[src/rtl/cache_req_arbiter_if.sv]
// Request/response bundle between two requesters (R, S), the arbiter and the cache controller.
// master = requester/controller side, slave = arbiter side.
interface cache_req_arbiter_if #(
   parameter int TAG_LEN = 8
);
   logic               reqR_valid;
   logic               reqR_opcode;
   logic [TAG_LEN-1:0] reqR_addr;
   logic               reqR_ready;
   logic               respR_valid;
   logic               respR_hit;

   logic               reqS_valid;
   logic               reqS_opcode;
   logic [TAG_LEN-1:0] reqS_addr;
   logic               reqS_ready;
   logic               respS_valid;
   logic               respS_hit;

   logic               ctrl_valid;
   logic               ctrl_opcode;
   logic [TAG_LEN-1:0] ctrl_addr;
   logic               ctrl_resp_valid;
   logic               ctrl_resp_hit;
   logic               ctrl_stall;

   modport master (
      output reqR_valid, reqR_opcode, reqR_addr,
      input  reqR_ready, respR_valid, respR_hit,
      output reqS_valid, reqS_opcode, reqS_addr,
      input  reqS_ready, respS_valid, respS_hit,
      input  ctrl_valid, ctrl_opcode, ctrl_addr,
      output ctrl_resp_valid, ctrl_resp_hit, ctrl_stall
   );

   modport slave (
      input  reqR_valid, reqR_opcode, reqR_addr,
      output reqR_ready, respR_valid, respR_hit,
      input  reqS_valid, reqS_opcode, reqS_addr,
      output reqS_ready, respS_valid, respS_hit,
      output ctrl_valid, ctrl_opcode, ctrl_addr,
      input  ctrl_resp_valid, ctrl_resp_hit, ctrl_stall
   );
endinterface

[src/rtl/cache_req_arbiter.sv]
// Round-robin R/S cache request arbiter, one request in flight; issue 2 cycles after push, response 1 cycle after ctrl_resp.
// Backpressure: reqX_ready low while that FIFO holds DEPTH entries; stalled requests are re-issued and keep the grant.
module cache_req_arbiter #(
   parameter int TAG_LEN = 8,
   parameter int DEPTH   = 4
) (
   input  logic                 clk,
   input  logic                 rst_n,
   cache_req_arbiter_if.slave   bus
);
   localparam int PW = $clog2(DEPTH);
   localparam int CW = PW + 1;
   localparam logic [CW-1:0] FULL = CW'(DEPTH);
   localparam logic REQ_R = 1'b0;
   localparam logic REQ_S = 1'b1;

   typedef struct packed {
      logic               opcode;
      logic [TAG_LEN-1:0] addr;
   } entry_t;

   typedef enum logic [1:0] {ST_IDLE, ST_ISSUE, ST_WAIT} state_t;

   state_t     state, state_nxt;
   entry_t     in_ent    [2];
   entry_t     fifo_head [2];
   logic [1:0] push, pop, ready, nonempty;

   entry_t     cur;
   logic       owner;
   logic       last_grant;
   logic       gnt;
   logic [1:0] resp_vld, resp_hit;

   logic       latch_en, resp_done, ctrl_valid_c;

   assign in_ent[0] = {bus.reqR_opcode, bus.reqR_addr};
   assign in_ent[1] = {bus.reqS_opcode, bus.reqS_addr};
   assign push      = {bus.reqS_valid & ready[1], bus.reqR_valid & ready[0]};
   assign pop[0]    = resp_done & (owner == REQ_R);
   assign pop[1]    = resp_done & (owner == REQ_S);

   genvar g;
   for (g = 0; g < 2; g++) begin : g_fifo
      entry_t        mem [DEPTH];
      logic [PW-1:0] wr_ptr, rd_ptr;
      logic [CW-1:0] count;

      always_ff @(posedge clk) begin
         if (!rst_n) begin
            wr_ptr <= '0;
            rd_ptr <= '0;
            count  <= '0;
         end else begin
            if (push[g]) wr_ptr <= wr_ptr + 1'b1;
            if (pop[g])  rd_ptr <= rd_ptr + 1'b1;
            if (push[g] && !pop[g])
               count <= count + 1'b1;
            else if (pop[g] && !push[g])
               count <= count - 1'b1;
         end
      end

      always_ff @(posedge clk) begin
         if (push[g]) mem[wr_ptr] <= in_ent[g];
      end

      assign fifo_head[g] = mem[rd_ptr];
      assign ready[g]     = (count != FULL);
      assign nonempty[g]  = (count != '0);
   end

   // Under contention the requester not served last wins; otherwise the only non-empty one.
   assign gnt = (&nonempty) ? ~last_grant : ~nonempty[0];

   always_ff @(posedge clk) begin
      if (!rst_n) state <= ST_IDLE;
      else        state <= state_nxt;
   end

   always_comb begin
      state_nxt = state;
      case (state)
         ST_IDLE:  if (|nonempty) state_nxt = ST_ISSUE;
         ST_ISSUE: state_nxt = ST_WAIT;
         ST_WAIT:  if (bus.ctrl_resp_valid)
                      state_nxt = bus.ctrl_stall ? ST_ISSUE : ST_IDLE;
         default:  state_nxt = ST_IDLE;
      endcase
   end

   always_comb begin
      latch_en     = 1'b0;
      resp_done    = 1'b0;
      ctrl_valid_c = 1'b0;
      case (state)
         ST_IDLE:  latch_en     = |nonempty;
         ST_ISSUE: ctrl_valid_c = 1'b1;
         ST_WAIT:  resp_done    = bus.ctrl_resp_valid & ~bus.ctrl_stall;
         default:  ;
      endcase
   end

   always_ff @(posedge clk) begin
      if (!rst_n) begin
         cur        <= '0;
         owner      <= REQ_R;
         last_grant <= REQ_S;
         resp_vld   <= '0;
         resp_hit   <= '0;
      end else begin
         if (latch_en) begin
            owner <= gnt;
            cur   <= fifo_head[gnt];
         end
         if (resp_done) last_grant <= owner;
         resp_vld <= pop;
         resp_hit <= pop & {2{bus.ctrl_resp_hit}};
      end
   end

   assign bus.reqR_ready  = ready[0];
   assign bus.reqS_ready  = ready[1];
   assign bus.respR_valid = resp_vld[0];
   assign bus.respR_hit   = resp_hit[0];
   assign bus.respS_valid = resp_vld[1];
   assign bus.respS_hit   = resp_hit[1];
   assign bus.ctrl_valid  = ctrl_valid_c;
   assign bus.ctrl_opcode = cur.opcode;
   assign bus.ctrl_addr   = cur.addr;
endmodule

[src/flat_wrapper.sv]
// flat-port wrapper written by rule: the top's interface ports become plain ports
module cache_req_arbiter_flat 
#(
   parameter int TAG_LEN = 8,
   parameter int DEPTH   = 4
)
  (clk, rst_n, bus_reqR_valid, bus_reqR_opcode, bus_reqR_addr, bus_reqR_ready, bus_respR_valid, bus_respR_hit, bus_reqS_valid, bus_reqS_opcode, bus_reqS_addr, bus_reqS_ready, bus_respS_valid, bus_respS_hit, bus_ctrl_valid, bus_ctrl_opcode, bus_ctrl_addr, bus_ctrl_resp_valid, bus_ctrl_resp_hit, bus_ctrl_stall);
  cache_req_arbiter_if #(.TAG_LEN(TAG_LEN)) bus_i ();
  input  logic clk;
  input  logic rst_n;
  input wire logic [$bits(bus_i.reqR_valid)-1:0] bus_reqR_valid;
  input wire logic [$bits(bus_i.reqR_opcode)-1:0] bus_reqR_opcode;
  input wire logic [$bits(bus_i.reqR_addr)-1:0] bus_reqR_addr;
  output wire logic [$bits(bus_i.reqR_ready)-1:0] bus_reqR_ready;
  output wire logic [$bits(bus_i.respR_valid)-1:0] bus_respR_valid;
  output wire logic [$bits(bus_i.respR_hit)-1:0] bus_respR_hit;
  input wire logic [$bits(bus_i.reqS_valid)-1:0] bus_reqS_valid;
  input wire logic [$bits(bus_i.reqS_opcode)-1:0] bus_reqS_opcode;
  input wire logic [$bits(bus_i.reqS_addr)-1:0] bus_reqS_addr;
  output wire logic [$bits(bus_i.reqS_ready)-1:0] bus_reqS_ready;
  output wire logic [$bits(bus_i.respS_valid)-1:0] bus_respS_valid;
  output wire logic [$bits(bus_i.respS_hit)-1:0] bus_respS_hit;
  output wire logic [$bits(bus_i.ctrl_valid)-1:0] bus_ctrl_valid;
  output wire logic [$bits(bus_i.ctrl_opcode)-1:0] bus_ctrl_opcode;
  output wire logic [$bits(bus_i.ctrl_addr)-1:0] bus_ctrl_addr;
  input wire logic [$bits(bus_i.ctrl_resp_valid)-1:0] bus_ctrl_resp_valid;
  input wire logic [$bits(bus_i.ctrl_resp_hit)-1:0] bus_ctrl_resp_hit;
  input wire logic [$bits(bus_i.ctrl_stall)-1:0] bus_ctrl_stall;
  assign bus_i.reqR_valid = bus_reqR_valid;
  assign bus_i.reqR_opcode = bus_reqR_opcode;
  assign bus_i.reqR_addr = bus_reqR_addr;
  assign bus_reqR_ready = bus_i.reqR_ready;
  assign bus_respR_valid = bus_i.respR_valid;
  assign bus_respR_hit = bus_i.respR_hit;
  assign bus_i.reqS_valid = bus_reqS_valid;
  assign bus_i.reqS_opcode = bus_reqS_opcode;
  assign bus_i.reqS_addr = bus_reqS_addr;
  assign bus_reqS_ready = bus_i.reqS_ready;
  assign bus_respS_valid = bus_i.respS_valid;
  assign bus_respS_hit = bus_i.respS_hit;
  assign bus_ctrl_valid = bus_i.ctrl_valid;
  assign bus_ctrl_opcode = bus_i.ctrl_opcode;
  assign bus_ctrl_addr = bus_i.ctrl_addr;
  assign bus_i.ctrl_resp_valid = bus_ctrl_resp_valid;
  assign bus_i.ctrl_resp_hit = bus_ctrl_resp_hit;
  assign bus_i.ctrl_stall = bus_ctrl_stall;
  cache_req_arbiter #(.TAG_LEN(TAG_LEN), .DEPTH(DEPTH)) u_core (.clk(clk), .rst_n(rst_n), .bus(bus_i));
endmodule
[config.mk]
export PLATFORM = sky130hd
export DESIGN_NAME = cache_req_arbiter_flat
export DESIGN_NICKNAME = d
export VERILOG_FILES = /design/src/rtl/cache_req_arbiter_if.sv /design/src/rtl/cache_req_arbiter.sv /design/src/flat_wrapper.sv
export SDC_FILE = /design/constraint.sdc
export NUM_CORES = 1
export LEC_CHECK = 0
export ABC_AREA = 0
export CAP_MARGIN = 30
export CORE_ASPECT_RATIO = 0.75
export CORE_MARGIN = 4
export CORE_UTILIZATION = 40
export CTS_BUF_LIST = sky130_fd_sc_hd__clkbuf_4
export CTS_CLUSTER_DIAMETER = 200
export DETAILED_ROUTE_END_ITERATION = 6
export PLACE_DENSITY = 0.59
export SLEW_MARGIN = 0
export SYNTH_ARGS = -nofsm -noshare
export SYNTH_HDL_FRONTEND = slang
export SYNTH_SLANG_ARGS = --single-unit
[constraint.sdc]
create_clock -name clk -period 2.5 [get_ports clk]
set_clock_uncertainty 0.15 [all_clocks]
set_input_delay 0.375 -clock clk [delete_from_list [all_inputs] [get_ports clk]]
set_output_delay 0.375 -clock clk [all_outputs]
set_load 0.05 [all_outputs]
==> out/results.txt <==
Seq/Total Area, Yosys -> 0.688
Final setup fails -> 0
Util after Layout -> 0.499
Gate Count Post-Synth -> 253
Net count, final -> 352
Total Routed Length -> 7120 um
Max Cap Viol -> 0
Number of synthesized register bits -> 107
Die height -> 96.3 um
Mean post-synth cell area -> 16.5 um2
Floorplan row count -> 31
P_leak -> 1.74 nW
Post-placement cell count -> 436
Final slew viol count -> 0
Worst R2R Path Depth -> 8
Number of global-route vias before repair -> 2,258
Crit Path Category -> flip-flop to flip-flop
CP delay by family, top -> simple AND/OR/NAND/NOR gates
Overall Global Routing Usage -> 0.127
Drt initial violations -> 192
RSZ-0062 raised after global routing -> no
Drt drc -> 0
Net Sw Power -> 1.47 mW
Hold Vio Cnt, Final -> 0
Worst path slowest cell -> dfxtp_1
Synthesized area -> 4160 um2
Fin crit period -> 2.29 ns
Most frequent cells in the layout -> 72 x edfxtp_1, 37 x clkdlybuf4s50_1, 35 x dfxtp_1
Switching share of total power -> 0.337
Clock share of power -> 0.169
Postcts setup bufs -> 0
Die X -> 126 um
Global-route wire length before repair -> 11,500 um
Crit path cell chain -> and4bb_2 > nand2b_1 > ha_1 > inv_1 > fa_1 > xor2_1 > or3_1 > a21oi_1
Setup TNS -> 0 ns
Commonest non-fill, non-tap cell in the layout -> edfxtp_1
Largest fanout on the critical path -> 5
Clk_lat worst skew -> 0.44 ns
# port buffers -> 40
CP required -> 2.72 ns
Crit. End Element -> flip-flop
Synth Warn # -> 0
CP startpoint kind -> flip-flop
DR WL/cell -> 15.8 um
TritonCTS buffer count -> 9
Worst EP arrival -> 2.52 ns
Full die area -> 12,100 um2
Clock net sink count -> 107
Crit share post-route -> 0.917
Worst slew margin -> 0.522
Hold/Removal Path Class -> primary input to flip-flop
First drt pass iteration count -> 4
Largest net degree at the start of global routing -> 22
Initial antenna violation count -> 0
Worst-margin pin slew -> 0.715 ns
Non-Filler Instances -> 452
Routability cong. -> 0.723
Max Fclk -> 0.436 GHz
CP max stage delay -> 0.47 ns
Hold endpoint -> u_core.resp_hit[0]$_SDFF_PN0_
Post-CTS Hold Buffers -> 0
Grt ovf -> 0
Clk root buf -> clkbuf_4
Syn_nets -> 290
HP Start -> bus_ctrl_resp_hit
Clock Tree Buf Depth -> 2
CTS HTree Levels -> 3
Core Region -> 9890 um2
Worst hold path depth -> 3
Register-to-register setup slack -> 0.21 ns
Clock-pin slew on the worst setup and hold paths -> 0.15 ns
Initial Utilization -> 0.421
Worst R2R Start -> u_core.state[0]$_SDFFE_PN0P_
Hold_ws -> 0.326 ns
Status -> completed
Int Pwr -> 2.90 mW
Post-DP HPWL -> 5050 um
CTS tree -> yes
Ant diodes -> 0
Sequential share of power -> 0.526
Reg-to-Reg End -> u_core.g_fifo[0].count[2]$_SDFFE_PN0P_
CP Buf/Inv Count -> 1
Peak VDD IR -> 0.000444 V
Unique masters post-synth -> 34
Synth-to-Final Area Change -> 18.6%
Boundary pin count -> 41
Share of layout cells above drive strength 1 -> 0.184
Vias post-DR -> 2,197
Post-DR vias/cell -> 4.86
Pwr Total -> 4.37 mW
Combinational Power Share -> 0.305
Power per cell area -> 885 nW/um2
Post-DRT Antenna Nets -> 0
[worst max path at each step]
| stage | startpoint | end | slack [ns] | depth (start not counted) |
|---|---|---|---|---|
| finish | u_core.state[0]$_SDFFE_PN0P_ | u_core.g_fifo[0].count[2]$_SDFFE_PN0P_ | 0.21 | 8 |
| global route | u_core.state[0]$_SDFFE_PN0P_ | u_core.g_fifo[0].count[2]$_SDFFE_PN0P_ | 0.07 | 8 |
| CTS | u_core.g_fifo[1].count[0]$_SDFFE_PN0P_ | bus_reqS_ready | 0.04 | 3 |
| detailed placement | bus_ctrl_stall | u_core.g_fifo[0].count[2]$_SDFFE_PN0P_ | -0.16 | 9 |
| global placement | bus_ctrl_stall | u_core.g_fifo[0].count[2]$_SDFFE_PN0P_ | -0.11 | 9 |
| floorplan | u_core.g_fifo[0].count[0]$_SDFFE_PN0P_ | u_core.g_fifo[0].count[2]$_SDFFE_PN0P_ | 0.28 | 8 |
[repair_timing]
item,CTS,global route
hold endpoints to repair,0,0
gates resized for setup,2,1
endpoints found under the setup margin,2,1
cloned,0,0
[tightest hold or removal path: stages]
cell and delay (ns):
clkdlybuf4s50_1 0.40, nand2_1 0.08, nor2_1 0.04
[cell families after synthesis]
family                     share of synthesized area
adders and majority gates                     0.0397
DFF                                            0.688
AOI/OAI and AO/OA                             0.0412
xor gates and xnor gates                      0.0210
buffers and inverters                         0.0189
muxes                                          0.131
and+or+nand+nor                               0.0604
[power by group through the flow]
stage / Clock, mW / Sequential [mW] / Combinational, mW
3_3_place_gp: 0 / 2.34 / 1.33
3_5_place_dp: 0 / 2.34 / 1.36
6_report: 0.737 / 2.30 / 1.33
5_1_grt: 0.862 / 2.34 / 1.46
2_1_floorplan: 0 / 2.49 / 0.800
4_1_cts: 0.774 / 2.31 / 1.35
[final cells by class]
| cell class | count | area (um2) |
|---|---|---|
| Clock buffer | 9 | 67.6 |
| Clock inverter | 7 | 43.8 |
| Fill cell | 868 | 4950 |
| Inverter | 7 | 26.3 |
| Multi-Input combinational cell | 130 | 1220 |
| Sequential cell | 107 | 2860 |
| Tap cell | 132 | 165 |
| Timing Repair Buffer | 60 | 551 |
[through the flow]
step,setup WS [ns],cell area (um2)
after detailed placement,-0.157,4830
after global placement,-0.107,4830
after CTS,0.0357,4930
final,0.207,4940
after floorplan,0.275,4160
after global routing,0.0749,4940
[Yosys cell counts]
master	number	area, um2
a211oi_4	1	20.0
a21boi_2	2	22.5
a21oi_1	12	60.1
a31oi_1	1	6.26
and2_1	8	50.1
and4bb_2	1	12.5
buf_1	2	7.51
buf_2	2	10.0
buf_6	2	22.5
clkbuf_1	2	7.51
clkbuf_2	1	5.00
dfxtp_1	35	701
edfxtp_1	72	2160
fa_1	2	40.0
ha_1	10	125
inv_1	7	26.3
mux2i_1	14	140
mux4_2	18	405
nand2_1	4	15.0
nand2b_1	2	12.5
nand3_1	2	10.0
nand3b_1	1	7.51
nor2_1	23	86.3
nor2b_1	1	6.26
nor3_1	1	5.00
nor3_2	1	10.0
nor3_4	1	16.3
nor3b_1	1	7.51
o21ai_0	10	50.1
o21ai_1	1	5.00
o21bai_1	1	7.51
or3_1	2	12.5
xnor2_1	2	17.5
xor2_1	8	70.1
[sequential cells by signal, summed over array words and instances (netlist names), named ones only]
register,flops
u_core.resp_hit,2
u_core.g_fifo.mem,72
u_core.g_fifo.count,6
u_core.resp_vld,2
u_core.g_fifo.rd_ptr,4
u_core.last_grant,1
u_core.bus.ctrl_opcode,1
u_core.bus.ctrl_addr,8
u_core.state,2
u_core.g_fifo.wr_ptr,4
u_core.owner,1
[layer usage]
layer  share of wire  GRT usage  vias to the layer above
met2            0.45      0.190                       52
met4          0.0080     0.0348                        0
met5               0          0                        -
li1                -          -                     1068
met1            0.49      0.177                     1070
met3           0.047     0.0444                        7
(Power assumes the default switching activity.)
